File: config.mk
export PLATFORM = sky130hd
export DESIGN_NAME = ov7670_capture_flat
export DESIGN_NICKNAME = d
export VERILOG_FILES = /design/src/rtl/ov7670_capture_if.sv /design/src/rtl/ov7670_capture.sv /design/src/flat_wrapper.sv
export SDC_FILE = /design/constraint.sdc
export NUM_CORES = 1
export LEC_CHECK = 0
export BUFFER_PORTS_ARGS = -buffer_cell sky130_fd_sc_hd__buf_2
export CORE_ASPECT_RATIO = 1.4
export CORE_MARGIN = 2
export CORE_UTILIZATION = 25
export CTS_CLUSTER_SIZE = 25
export DETAILED_ROUTE_END_ITERATION = 10
export SLEW_MARGIN = 40
export SYNTH_ARGS = -nofsm -noshare
export SYNTH_HDL_FRONTEND = slang
export SYNTH_SLANG_ARGS = --single-unit
File: constraint.sdc
create_clock -name clk -period 3.15 [get_ports clk]
set_clock_uncertainty 0.15 [all_clocks]
set_input_delay 0.63 -clock clk [delete_from_list [all_inputs] [get_ports clk]]
set_output_delay 0.63 -clock clk [all_outputs]
set_load 0.05 [all_outputs]
File: src/rtl/ov7670_capture_if.sv
// Frame-buffer write port: single-cycle strobe carrying a word address and a 12-bit pixel.
interface ov7670_capture_if #(
    parameter int unsigned c_nb_img_pxls = 13,
    parameter int unsigned c_nb_buf      = 12
);
    logic                     frame_we;
    logic [c_nb_img_pxls-1:0] frame_wr_addr;
    logic [c_nb_buf-1:0]      frame_wr_pixel;

    modport master (output frame_we, frame_wr_addr, frame_wr_pixel);
    modport slave  (input  frame_we, frame_wr_addr, frame_wr_pixel);
endinterface

File: src/rtl/ov7670_capture.sv
// OV7670 capture: synchronizes the camera bus, assembles 2-byte pixels, decimates and writes the frame buffer.
// Optional CAM_LINE_CHECK_EN adds a sticky line_err output flagging lines with a wrong pixel count.
module ov7670_capture #(
    parameter int unsigned c_cam_cols    = 640,
    parameter int unsigned c_cam_rows    = 480,
    parameter int unsigned c_dec_log2    = 3,
    parameter int unsigned c_img_cols    = c_cam_cols >> c_dec_log2,
    parameter int unsigned c_img_rows    = c_cam_rows >> c_dec_log2,
    parameter int unsigned c_img_pxls    = c_img_cols * c_img_rows,
    parameter int unsigned c_nb_img_pxls = 13,
    parameter int unsigned c_nb_buf      = 12
) (
    input  logic                 clk,
    input  logic                 rst,
    input  logic                 cam_pclk,
    input  logic                 cam_vsync,
    input  logic                 cam_href,
    input  logic [7:0]           cam_data,
    input  logic                 rgbmode,
    input  logic                 testmode,
    ov7670_capture_if.master     fb,
    output logic                 frame_done,
    output logic                 capturing
`ifdef CAM_LINE_CHECK_EN
    ,
    output logic                 line_err
`endif
);
    // One spare bit so overlong lines/frames saturate well above the active limits
    localparam int unsigned c_nb_col = $clog2(c_cam_cols) + 1;
    localparam int unsigned c_nb_row = $clog2(c_cam_rows) + 1;

    localparam logic [c_nb_col-1:0]      c_col_lim  = c_nb_col'(c_cam_cols);
    localparam logic [c_nb_row-1:0]      c_row_lim  = c_nb_row'(c_cam_rows);
    localparam logic [c_nb_img_pxls-1:0] c_pxl_lim  = c_nb_img_pxls'(c_img_pxls);
    localparam logic [6:0]               c_bar1     = 7'(c_img_cols / 4);
    localparam logic [6:0]               c_bar2     = 7'(c_img_cols / 2);
    localparam logic [6:0]               c_bar3     = 7'((3 * c_img_cols) / 4);

    typedef enum logic [1:0] {IDLE, VSYNC, FRAME} state_t;

    state_t                   state;
    logic                     pclk_s1, pclk_s2, pclk_s3;
    logic                     vsync_s1, vsync_s2, vsync_s3;
    logic                     href_s1, href_s2, href_prev;
    logic [7:0]               data_s1, data_s2;
    logic [7:0]               b0;
    logic                     byte_phase;
    logic                     mode_rgb, mode_test;
    logic [c_nb_col-1:0]      cam_col;
    logic [c_nb_row-1:0]      cam_row;
    logic [c_nb_img_pxls-1:0] wr_cnt;

    logic                     pclk_rise_c, vsync_rise_c, vsync_fall_c, write_c;
    logic [6:0]               out_col_c;
    logic [11:0]              pixel_c;

    // Two-flop synchronizers; the extra pclk/vsync stage is for edge detection
    always_ff @(posedge clk or negedge rst) begin
        if (!rst) begin
            pclk_s1  <= 1'b0; pclk_s2  <= 1'b0; pclk_s3  <= 1'b0;
            vsync_s1 <= 1'b0; vsync_s2 <= 1'b0; vsync_s3 <= 1'b0;
            href_s1  <= 1'b0; href_s2  <= 1'b0;
            data_s1  <= '0;   data_s2  <= '0;
        end else begin
            pclk_s1  <= cam_pclk;  pclk_s2  <= pclk_s1;  pclk_s3  <= pclk_s2;
            vsync_s1 <= cam_vsync; vsync_s2 <= vsync_s1; vsync_s3 <= vsync_s2;
            href_s1  <= cam_href;  href_s2  <= href_s1;
            data_s1  <= cam_data;  data_s2  <= data_s1;
        end
    end

    assign pclk_rise_c  = pclk_s2 & ~pclk_s3;
    assign vsync_rise_c = vsync_s2 & ~vsync_s3;
    assign vsync_fall_c = vsync_s3 & ~vsync_s2;
    assign out_col_c    = 7'(cam_col >> c_dec_log2);

    // Keep one pixel of every 2^dec x 2^dec block while the buffer has room
    assign write_c = (state == FRAME) && pclk_rise_c && href_s2 && byte_phase
                  && (cam_col[c_dec_log2-1:0] == '0) && (cam_row[c_dec_log2-1:0] == '0)
                  && (cam_col < c_col_lim) && (cam_row < c_row_lim) && (wr_cnt < c_pxl_lim);

    // Word formatting; b1 is the byte currently on data_s2
    always_comb begin
        pixel_c = '0;
        if (mode_test) begin
            if (mode_rgb) begin
                if (out_col_c < c_bar1)      pixel_c = 12'hF00;
                else if (out_col_c < c_bar2) pixel_c = 12'h0F0;
                else if (out_col_c < c_bar3) pixel_c = 12'h00F;
                else                         pixel_c = 12'hFFF;
            end else begin
                pixel_c = {4'h0, out_col_c[6:3], 4'h0};
            end
        end else if (mode_rgb) begin
            pixel_c = {b0[3:0], data_s2};
        end else begin
            pixel_c = {4'h0, b0[7:4], 4'h0};
        end
    end

    // Frame FSM, byte assembly and write port
    always_ff @(posedge clk or negedge rst) begin
        if (!rst) begin
            state             <= IDLE;
            fb.frame_we       <= 1'b0;
            fb.frame_wr_addr  <= '0;
            fb.frame_wr_pixel <= '0;
            frame_done        <= 1'b0;
            capturing         <= 1'b0;
            href_prev         <= 1'b0;
            b0                <= '0;
            byte_phase        <= 1'b0;
            mode_rgb          <= 1'b0;
            mode_test         <= 1'b0;
            cam_col           <= '0;
            cam_row           <= '0;
            wr_cnt            <= '0;
`ifdef CAM_LINE_CHECK_EN
            line_err          <= 1'b0;
`endif
        end else begin
            fb.frame_we <= 1'b0;
            frame_done  <= 1'b0;
            case (state)
                IDLE: if (vsync_s2) state <= VSYNC;
                VSYNC: begin
                    if (vsync_fall_c) begin
                        wr_cnt     <= '0;
                        cam_row    <= '0;
                        cam_col    <= '0;
                        byte_phase <= 1'b0;
                        mode_rgb   <= rgbmode;
                        mode_test  <= testmode;
                        capturing  <= 1'b1;
                        state      <= FRAME;
                    end
                end
                FRAME: begin
                    if (vsync_rise_c) begin
                        frame_done <= 1'b1;
                        capturing  <= 1'b0;
                        state      <= VSYNC;
                    end else if (pclk_rise_c) begin
                        if (href_s2) begin
                            if (!byte_phase) begin
                                b0         <= data_s2;
                                byte_phase <= 1'b1;
                            end else begin
                                byte_phase <= 1'b0;
                                if (cam_col != '1) cam_col <= cam_col + 1'b1;
                                if (write_c) begin
                                    fb.frame_we       <= 1'b1;
                                    fb.frame_wr_addr  <= wr_cnt;
                                    fb.frame_wr_pixel <= c_nb_buf'(pixel_c);
                                    wr_cnt            <= wr_cnt + 1'b1;
                                end
                            end
                        end else begin
                            byte_phase <= 1'b0;
                            if (href_prev) begin
                                if (cam_row != '1) cam_row <= cam_row + 1'b1;
                                cam_col <= '0;
`ifdef CAM_LINE_CHECK_EN
                                // cam_col counts completed pixels of this href period
                                if (cam_col != c_col_lim) line_err <= 1'b1;
`endif
                            end
                        end
                    end
                end
                default: state <= IDLE;
            endcase
            if (pclk_rise_c) href_prev <= href_s2;
`ifdef CAM_LINE_CHECK_EN
            if (vsync_fall_c) line_err <= 1'b0;
`endif
        end
    end
endmodule

File: src/flat_wrapper.sv
// flat-port wrapper written by rule: the top's interface ports become plain ports
module ov7670_capture_flat 
#(
    parameter int unsigned c_cam_cols    = 640,
    parameter int unsigned c_cam_rows    = 480,
    parameter int unsigned c_dec_log2    = 3,
    parameter int unsigned c_img_cols    = c_cam_cols >> c_dec_log2,
    parameter int unsigned c_img_rows    = c_cam_rows >> c_dec_log2,
    parameter int unsigned c_img_pxls    = c_img_cols * c_img_rows,
    parameter int unsigned c_nb_img_pxls = 13,
    parameter int unsigned c_nb_buf      = 12
)
  (clk, rst, cam_pclk, cam_vsync, cam_href, cam_data, rgbmode, testmode, frame_done, capturing, fb_frame_we, fb_frame_wr_addr, fb_frame_wr_pixel);
  ov7670_capture_if #(.c_nb_img_pxls(c_nb_img_pxls), .c_nb_buf(c_nb_buf)) fb_i ();
  input  logic clk;
  input  logic rst;
  input  logic cam_pclk;
  input  logic cam_vsync;
  input  logic cam_href;
  input  logic [7:0] cam_data;
  input  logic rgbmode;
  input  logic testmode;
  output logic frame_done;
  output logic capturing;
  output wire logic [$bits(fb_i.frame_we)-1:0] fb_frame_we;
  output wire logic [$bits(fb_i.frame_wr_addr)-1:0] fb_frame_wr_addr;
  output wire logic [$bits(fb_i.frame_wr_pixel)-1:0] fb_frame_wr_pixel;
  assign fb_frame_we = fb_i.frame_we;
  assign fb_frame_wr_addr = fb_i.frame_wr_addr;
  assign fb_frame_wr_pixel = fb_i.frame_wr_pixel;
  ov7670_capture #(.c_cam_cols(c_cam_cols), .c_cam_rows(c_cam_rows), .c_dec_log2(c_dec_log2), .c_img_cols(c_img_cols), .c_img_rows(c_img_rows), .c_img_pxls(c_img_pxls), .c_nb_img_pxls(c_nb_img_pxls), .c_nb_buf(c_nb_buf)) u_core (.clk(clk), .rst(rst), .cam_pclk(cam_pclk), .cam_vsync(cam_vsync), .cam_href(cam_href), .cam_data(cam_data), .rgbmode(rgbmode), .testmode(testmode), .fb(fb_i), .frame_done(frame_done), .capturing(capturing));
endmodule
* Yosys cells after proc, flatten, opt, wreduce, memory -nomap -nowiden *
Index checks and enable logic that the tools add are counted.

word-level totals
  register bits after elaboration = 100
  bits of input ports = 15
  output and inout bits = 28

cells by class
  add/subtract/negate cells = 3
  magnitude comparators = 6
  equality and inequality tests = 18
  muxes and demuxes = 49
  bitwise logic cells = 8
  reductions and logical operators = 21

operators with widths
  cell                     number
  $mux W13                 6
  $mux W11                 7
  $mux W12                 6
  $mux W10                 6
  $pmux W13 S2             1
  $pmux W11 S2             1
  $reduce_and A7 Y1        3
  $pmux W10 S2             1
  $ne A2 B1 Y1 const B     8
  $mux W1                  15
  $lt A7 B6 Y1 const B     2
  $add A13 B1 Y13 const B  1
  $lt A13 B13 Y1 const B   1
  $add A11 B1 Y11 const B  1
  $lt A11 B10 Y1 const B   1
  $ne A11 B11 Y1 const B   1
  $add A10 B1 Y10 const B  1
  $lt A10 B9 Y1 const B    1
  $ne A10 B10 Y1 const B   1
  $logic_and A1 B1 Y1      8
  $lt A7 B5 Y1 const B     1
  $logic_not A3 Y1         2
  $mux W2                  3
  $ne A2 B2 Y1 const B     3
  other kinds (15)         24

* Logic depth before layout (Yosys ltp) *
Gate-level depths: netlist of run 1.

  depth in word-level cells = 16
  mapped depth = 9

* Worst setup path after synthesis of run 1 *
Ideal clock, no wire load.

  path type = reg2reg
  start = reg u_core.state[0]
  end = reg u_core.fb.frame_wr_addr[4]
  setup time = 130 ps
  arrival time = 2,082 ps
  data required time = 2,870 ps
  path slack = 789 ps
  cell stages (with the launch flop) = 10
  buffers on the path = 2
  clock period less this slack = 2,361 ps
  path through = dfrtp_1 inv_1 ha_1 buf_2 and2_1 nand4_1 or4_1 clkbuf_1 nand2_1 o21ai_1

on the way
  longest elaborated chain between the ends = 10

RTL lines
  element                            line                                         RTL
  start, declared                    ov7670_capture.sv:42                         state_t state;
  start signal, assigned             ov7670_capture.sv:105                        state <= IDLE;
  start signal, assigned             ov7670_capture.sv:126                        IDLE: if (vsync_s2) state <= VSYNC;
  start signal, assigned             ov7670_capture.sv:136                        state <= FRAME;
  $eq A2 B2 Y1 (*)                   ov7670_capture.sv:79, ov7670_capture.sv:125
  $logic_and A1 B1 Y1 (3 in series)  ov7670_capture.sv:79                         assign write_c = (state == FRAME) && pclk_rise_c && href_s2 && byte_phase
  $logic_and A1 B1 Y1 (2 in series)  ov7670_capture.sv:80                         && (cam_col[c_dec_log2-1:0] == '0) && (cam_row[c_dec_log2-1:0] == '0)
  $logic_and A1 B1 Y1 (3 in series)  ov7670_capture.sv:81                         && (cam_col < c_col_lim) && (cam_row < c_row_lim) && (wr_cnt < c_pxl_lim);
  $reduce_and A6 Y1 (no line) (*)    --
  end signal, assigned               ov7670_capture.sv:154                        fb.frame_wr_addr <= wr_cnt;
  end, declared                      ov7670_capture_if.sv:10                      modport master (output frame_we, frame_wr_addr, frame_wr_pixel);

Mark *: on every way between the ends. The rest lies on a longest branch, timed or not.
A chain may end at the register's enable or synchronous reset.

* Worst setup path after layout of run 1 *
Same ends and word-level chain as after synthesis.

==> results of run 1 <==
-- layout make-up --
type | count | area (um^2)
clock buffers | 9 | 225
clock inverters | 7 | 82.6
fillers | 1931 | 12600
inverters | 17 | 63.8
multi-input cells | 329 | 1970
flip-flops and latches | 100 | 2500
well taps | 240 | 300
repair buffers | 50 | 285
-- metal layers --
layer	wire, um	vias to the layer above	part of all wire (%)
li1	-	1729	-
met1	4490	1694	43
met2	5380	47	52
met3	298	11	2.9
met4	194	0	1.9
met5	0	-	0
-- cell usage in the layout, fill, tap and decap left out, types with 3 or more instances in the layout --
cell type  netlist  final
dfrtp_1        100    100
nand2_1         85     85
buf_2            3     41
nor2_1          31     31
o21ai_0         24     24
a21oi_1         19     19
nand3_1         19     19
inv_1           17     17
mux2_2          13     13
nand4_1         12     12
nor3_1           9      9
and3_1           9      9
clkbuf_16        0      9
ha_1             8      8
buf_4            0      8
mux2i_1          7      7
o22a_1           7      7
or2_2            7      7
o21ai_1          5      5
nor2b_1          5      5
nor4_1           5      5
and2_1           4      4
or3_1            4      4
o211ai_1         4      4
o2111ai_1        4      4
nand2b_1         3      3
nand4b_1         3      3
or4_1            3      3
a22o_1           3      3
a31oi_1          3      3
xnor2_1          3      3
o21a_1           3      3
-- worst reg2reg max path, stage by stage, from the launching register on --
cell and delay (ps):
dfrtp_1 400, inv_1 90, ha_1 390, and2_1 270
nand4_1 250, or4_1 930, nand2_1 170, o21ai_1 70
-- per-stage QoR --
| stage | power [mW] | hold slack (ps) |
|---|---|---|
| after floorplan | 2.07 | 181 |
| after detailed placement | 2.34 | 186 |
| after CTS | 3.50 | 112 |
| after global routing | 3.65 | 138 |
| after global placement | 2.34 | 182 |
| final | 3.45 | 95.3 |
-- final timing paths --
| check | startpoint | endpoint | slack (ps) | cells after the start |
|---|---|---|---|---|
| max | u_core.state[0] | u_core.fb.frame_wr_addr[4] | 290 | 7 |
| min | rst | u_core.cam_row[4] | 100 | 1 |
| max reg2reg | u_core.state[0] | u_core.fb.frame_wr_addr[4] | 290 | 7 |
| min reg2reg | u_core.data_s1[4] | u_core.data_s2[4] | 200 | 0 |
| max in group asynchronous | rst | u_core.fb.frame_wr_pixel[9] | 2060 | 2 |
| min in group clk | u_core.data_s1[4] | u_core.data_s2[4] | 200 | 0 |
-- cell families (layout without fill, tap and decap cells) --
| kind of cell | Yosys count | after routing |
|---|---|---|
| xor+xnor | 3 | 3 |
| mux | 20 | 20 |
| simple gates | 208 | 208 |
| compound gates | 90 | 90 |
| flops | 100 | 100 |
| buf+inv | 33 | 83 |
| fa+ha+maj | 8 | 8 |
-- state kept, by name, summed over array words and instances, names as in the netlist, 2 cells and up --
signal                    cells
u_core.b0                     8
u_core.cam_col               11
u_core.cam_row               10
u_core.data_s1                8
u_core.data_s2                8
u_core.fb.frame_wr_addr      13
u_core.fb.frame_wr_pixel     12
u_core.state                  2
u_core.wr_cnt                13
-- power breakdown --
part | total, mW | leakage, nW | internal (mW) | switching (mW)
Sequential | 1.46 | 1.33 | 1.36 | 0.0946
Combinational | 0.858 | 1.04 | 0.306 | 0.551
Clock | 1.14 | 0.145 | 0.629 | 0.510
==> flow_summary.toml, run 1 <==
[synth]
syn-num-nets = 485
synth-adder-area-share_pct = 2.17
synth.largest_area_cell = "dfrtp_1"
synthMuxAreaShare_pct = 4.70
synthCells = 462
synth.most_common_cell = "dfrtp_1"
synth_top_family_by_area = "simple AND/OR/NAND/NOR gates"
ys_types = 54
synthTopCellsByCount = "dfrtp_1, nand2_1, nor2_1"
yosys_warnings = 0
synthXorXnorAreaFrac_pct = 0.571
synth_top_area_share_pct = 54.4
async_flop_share_pct = 100
ys_seq_area_share_pct = 54.4
synth-main-ff-cell = "dfrtp_1"
syn_avg_cell_area_um2 = 9.96
netlist_area_mm2 = 0.00460
synth-seq-cells = 100
synth_compound_area_share_pct = 12.9
yosys.area_share.simple_pct = 22.5
synth-edff-count = 0
ys_top_cells_by_area = "dfrtp_1, nand2_1, mux2_2, o21ai_0, nor2_1"

[worst_setup_path]
crit_buf_inv = 1
critPathMaxStageDelay_ps = 930
arrival_ps = 2920
crit_required_ps = 3210
crit_type = "reg2reg"
crit_path_end_kind = "flip-flop"
path_delay_family = "simple AND/OR/NAND/NOR gates"
critPathLaunchType = "flip-flop"
cp_cell_sequence = "inv_1, ha_1, and2_1, nand4_1, or4_1, nand2_1, o21ai_1"
critPathMaxFanout = 21
slowest_stage = "or4_1"

[cts]
cts.htree.levels = 3
cts_resized = 0
insertion_delay_ps = 340
clkTransAtPathRegs_ps = 70
cts_tree = "yes"
clockBufferDepth = 2
cts_setup_buffers = 0
clock-sinks = 100
cts_made_buffers = 9
root_buffer = "clkbuf_16"
cts_hold_buffers = 0

[detailed_routing]
final_antenna_net_count = 0
vias_per_cell = 4.63
drc = 0
vias = 3481
wl_per_cell_um = 13.8
dr.pass1.iters = 4
drt-total-wl_um = 10400
drt-initial-drc-count = 219

[timing]
max_freq_mhz = 349
drv_slew = 0
rsz0062_at_grt = "false"
min_period_ps = 2860
tightest_slew_ps = 766
min_period_over_period_pct = 90.9
relSlewSlack_pct = 48.6
hold_viol_final = 0
setup_ws_ps = 287
fin_setup_tns_ps = 0
setup_violations = 0

[layout]
finish.utilization_pct = 30.2
drive_gt1_share_pct = 18.6
antenna_cells = 0
syn_to_final_growth_pct = 18.0
fin_nets = 530
final_area_mm2 = 0.00543
instances_no_fill = 752

[global_route]
grt.busiest_layer = "met2"
grt_pass1_wl_um = 17500
grt_use_met1_pct = 13.1
grt_use_total_pct = 11.1
antenna_found_initial = 0
grt_pass1_vias = 3448
grtUsageMet3_pct = 1.86
grt-ovfl-total = 0
grt_max_degree = 64
met2_usage_pct = 19.9

[status]
status = "completed"

[floorplan]
dieArea_mm2 = 0.0195
die_y_um = 165
rows = 58
start_util_pct = 25.6
boundaryPins = 43
dieWidth_um = 119
coreArea_mm2 = 0.0180

[place]
place_congestion = 0.827
pre_cts_ws_ps = 263
dp.cells = 736
dpl.hpwl_um = 7510
place_area_mm2 = 0.00512
portBuffers = 42

[power_and_ir_drop]
max-vdd-ir-drop_mv = 0.230
leakagePower_nw = 2.51
p_per_area_mw_per_mm2 = 636

[run]
maxCapViolCount = 0

[min_path]
min_path_type = "in2async"
Note: power is estimated with default switching activity, not from simulation.
==> inputs of run 2 (changes only) <==
ABC_CLOCK_PERIOD_IN_PS = 3150   (was default)
REMOVE_ABC_BUFFERS = 1   (was default)
==> run 2 against run 1 <==
Against the previous run: worst hold slack gained 0.64 ps; global-route usage shrank 0.29 points; die area is the same; sequential share of layout area shrank 0.20 points; via count shrank 0.80%; sequential power is essentially flat; combinational power grew 1%; final area grew 0.44%; cell count grew 0.27%; utilization grew 0.13 points; wire length shrank 0.37%; largest power group unchanged.
==> flow_summary.toml, run 2 (synthesis results as in run 1) <==
[status]
status = "completed"

[cts]
cts_tree = "yes"
cts_hold_buffers = 0
cts_setup_buffers = 0
clockBufferDepth = 2
root_buffer = "clkbuf_16"
cts.htree.levels = 3
clock-sinks = 100
clkTransAtPathRegs_ps = 70
insertion_delay_ps = 340
cts_made_buffers = 9
cts_resized = 0

[place]
place_congestion = 0.827
dp.cells = 738
dpl.hpwl_um = 7470
portBuffers = 42
pre_cts_ws_ps = 266
place_area_mm2 = 0.00514

[detailed_routing]
drt-initial-drc-count = 194
vias = 3453
dr.pass1.iters = 4
drt-total-wl_um = 10300
drc = 0
vias_per_cell = 4.58
final_antenna_net_count = 0
wl_per_cell_um = 13.7

[worst_setup_path]
crit_required_ps = 3230
cp_cell_sequence = "inv_1, ha_1, and2_1, nand4_1, or4_2, nand2_1, o21ai_0"
crit_type = "reg2reg"
arrival_ps = 2950
critPathLaunchType = "flip-flop"
critPathMaxStageDelay_ps = 990
critPathMaxFanout = 21
slowest_stage = "or4_2"
crit_path_end_kind = "flip-flop"

[floorplan]
die_y_um = 165
start_util_pct = 25.6
dieWidth_um = 119
rows = 58
coreArea_mm2 = 0.0180
boundaryPins = 43
dieArea_mm2 = 0.0195

[power_and_ir_drop]
p_per_area_mw_per_mm2 = 639
max-vdd-ir-drop_mv = 0.289
total_power_mw = 3.49
leakagePower_nw = 2.53

[timing]
rsz0062_at_grt = "false"
tightest_slew_ps = 695
max_freq_mhz = 348
drv_slew = 0
min_period_ps = 2870
setup_ws_ps = 280
hold_viol_final = 0
relSlewSlack_pct = 53.4
setup_violations = 0
min_period_over_period_pct = 91.1
fin_setup_tns_ps = 0

[global_route]
grt_max_degree = 66
grt_pass1_wl_um = 17300
grt_use_total_pct = 10.8
grt_pass1_vias = 3476
grt-ovfl-total = 0
antenna_found_initial = 0

[layout]
fin_nets = 532
layout_commonest_cell = "dfrtp_1"
largestRegisters = "u_core.fb.frame_wr_addr: 13 flops, u_core.wr_cnt: 13 flops, u_core.fb.frame_wr_pixel: 12 flops"
instances_no_fill = 754
drive_gt1_share_pct = 19.1
final_area_mm2 = 0.00546
syn_to_final_growth_pct = 18.5
antenna_cells = 0
final_cell_mix = "dfrtp_1, nand2_1, buf_2, nor2_1, o21ai_0"

[min_path]
min_path_type = "in2async"

[run]
maxCapViolCount = 0
[run 2: cell types whose count changed in the layout (fill, tap and decap cells not counted), sizes merged]
cell    previous run  this run
inv               20        21
buf               50        52
clkinv             1         0
[run 2: critical path: cells and delay by family, from the launching register on]
| kind | cells | cell delay [ps] |
|---|---|---|
| AND/OR/NAND/NOR | 4 | 1670 |
| buffers and inverters | 1 | 90 |
| flip-flops | 1 | 400 |
| adder cells (fa/ha/maj) | 1 | 350 |
| AO/OA/AOI/OAI | 1 | 80 |
[run 2: final timing paths]
kind	startpoint	depth (start not counted)	endpoint	slack [ps]
max	u_core.state[0]	7	u_core.fb.frame_wr_pixel[4]	280
min	rst	1	u_core.wr_cnt[0]	100
max reg2reg	u_core.state[0]	7	u_core.fb.frame_wr_pixel[4]	280
min reg2reg	u_core.data_s1[7]	0	u_core.data_s2[7]	200
max in group asynchronous	rst	2	u_core.cam_row[0]	2060
min in group clk	u_core.data_s1[7]	0	u_core.data_s2[7]	200
[run 2: per-stage QoR]
stage | hold slack (ps) | util, %
global route | 124 | 30.3
finish | 95.9 | 30.3
detailed placement | 186 | 28.6
CTS | 112 | 30.3
global placement | 183 | 28.6
floorplan | 181 | -
[run 2: layout make-up]
cell class	instances	area, um^2
Clock buffer	9	225
Timing Repair Buffer	52	300
Tap cell	240	300
Clock inverter	7	90.1
Inverter	17	63.8
Multi-Input combinational cell	329	1970
Fill cell	1897	12500
Sequential cell	100	2500
[run 2: layer usage]
layer	global-route usage [%]	share of wire [%]	up-vias	routed length, um
met5	0	0	-	0
met4	4.76	2.0	0	204
met3	1.66	2.1	13	218
met2	19.6	53	40	5430
met1	12.6	43	1656	4480
li1	-	-	1744	-
[run 2: power by group]
part | internal, mW | switching, mW
logic | 0.319 | 0.549
registers | 1.36 | 0.0979
clock network | 0.638 | 0.523
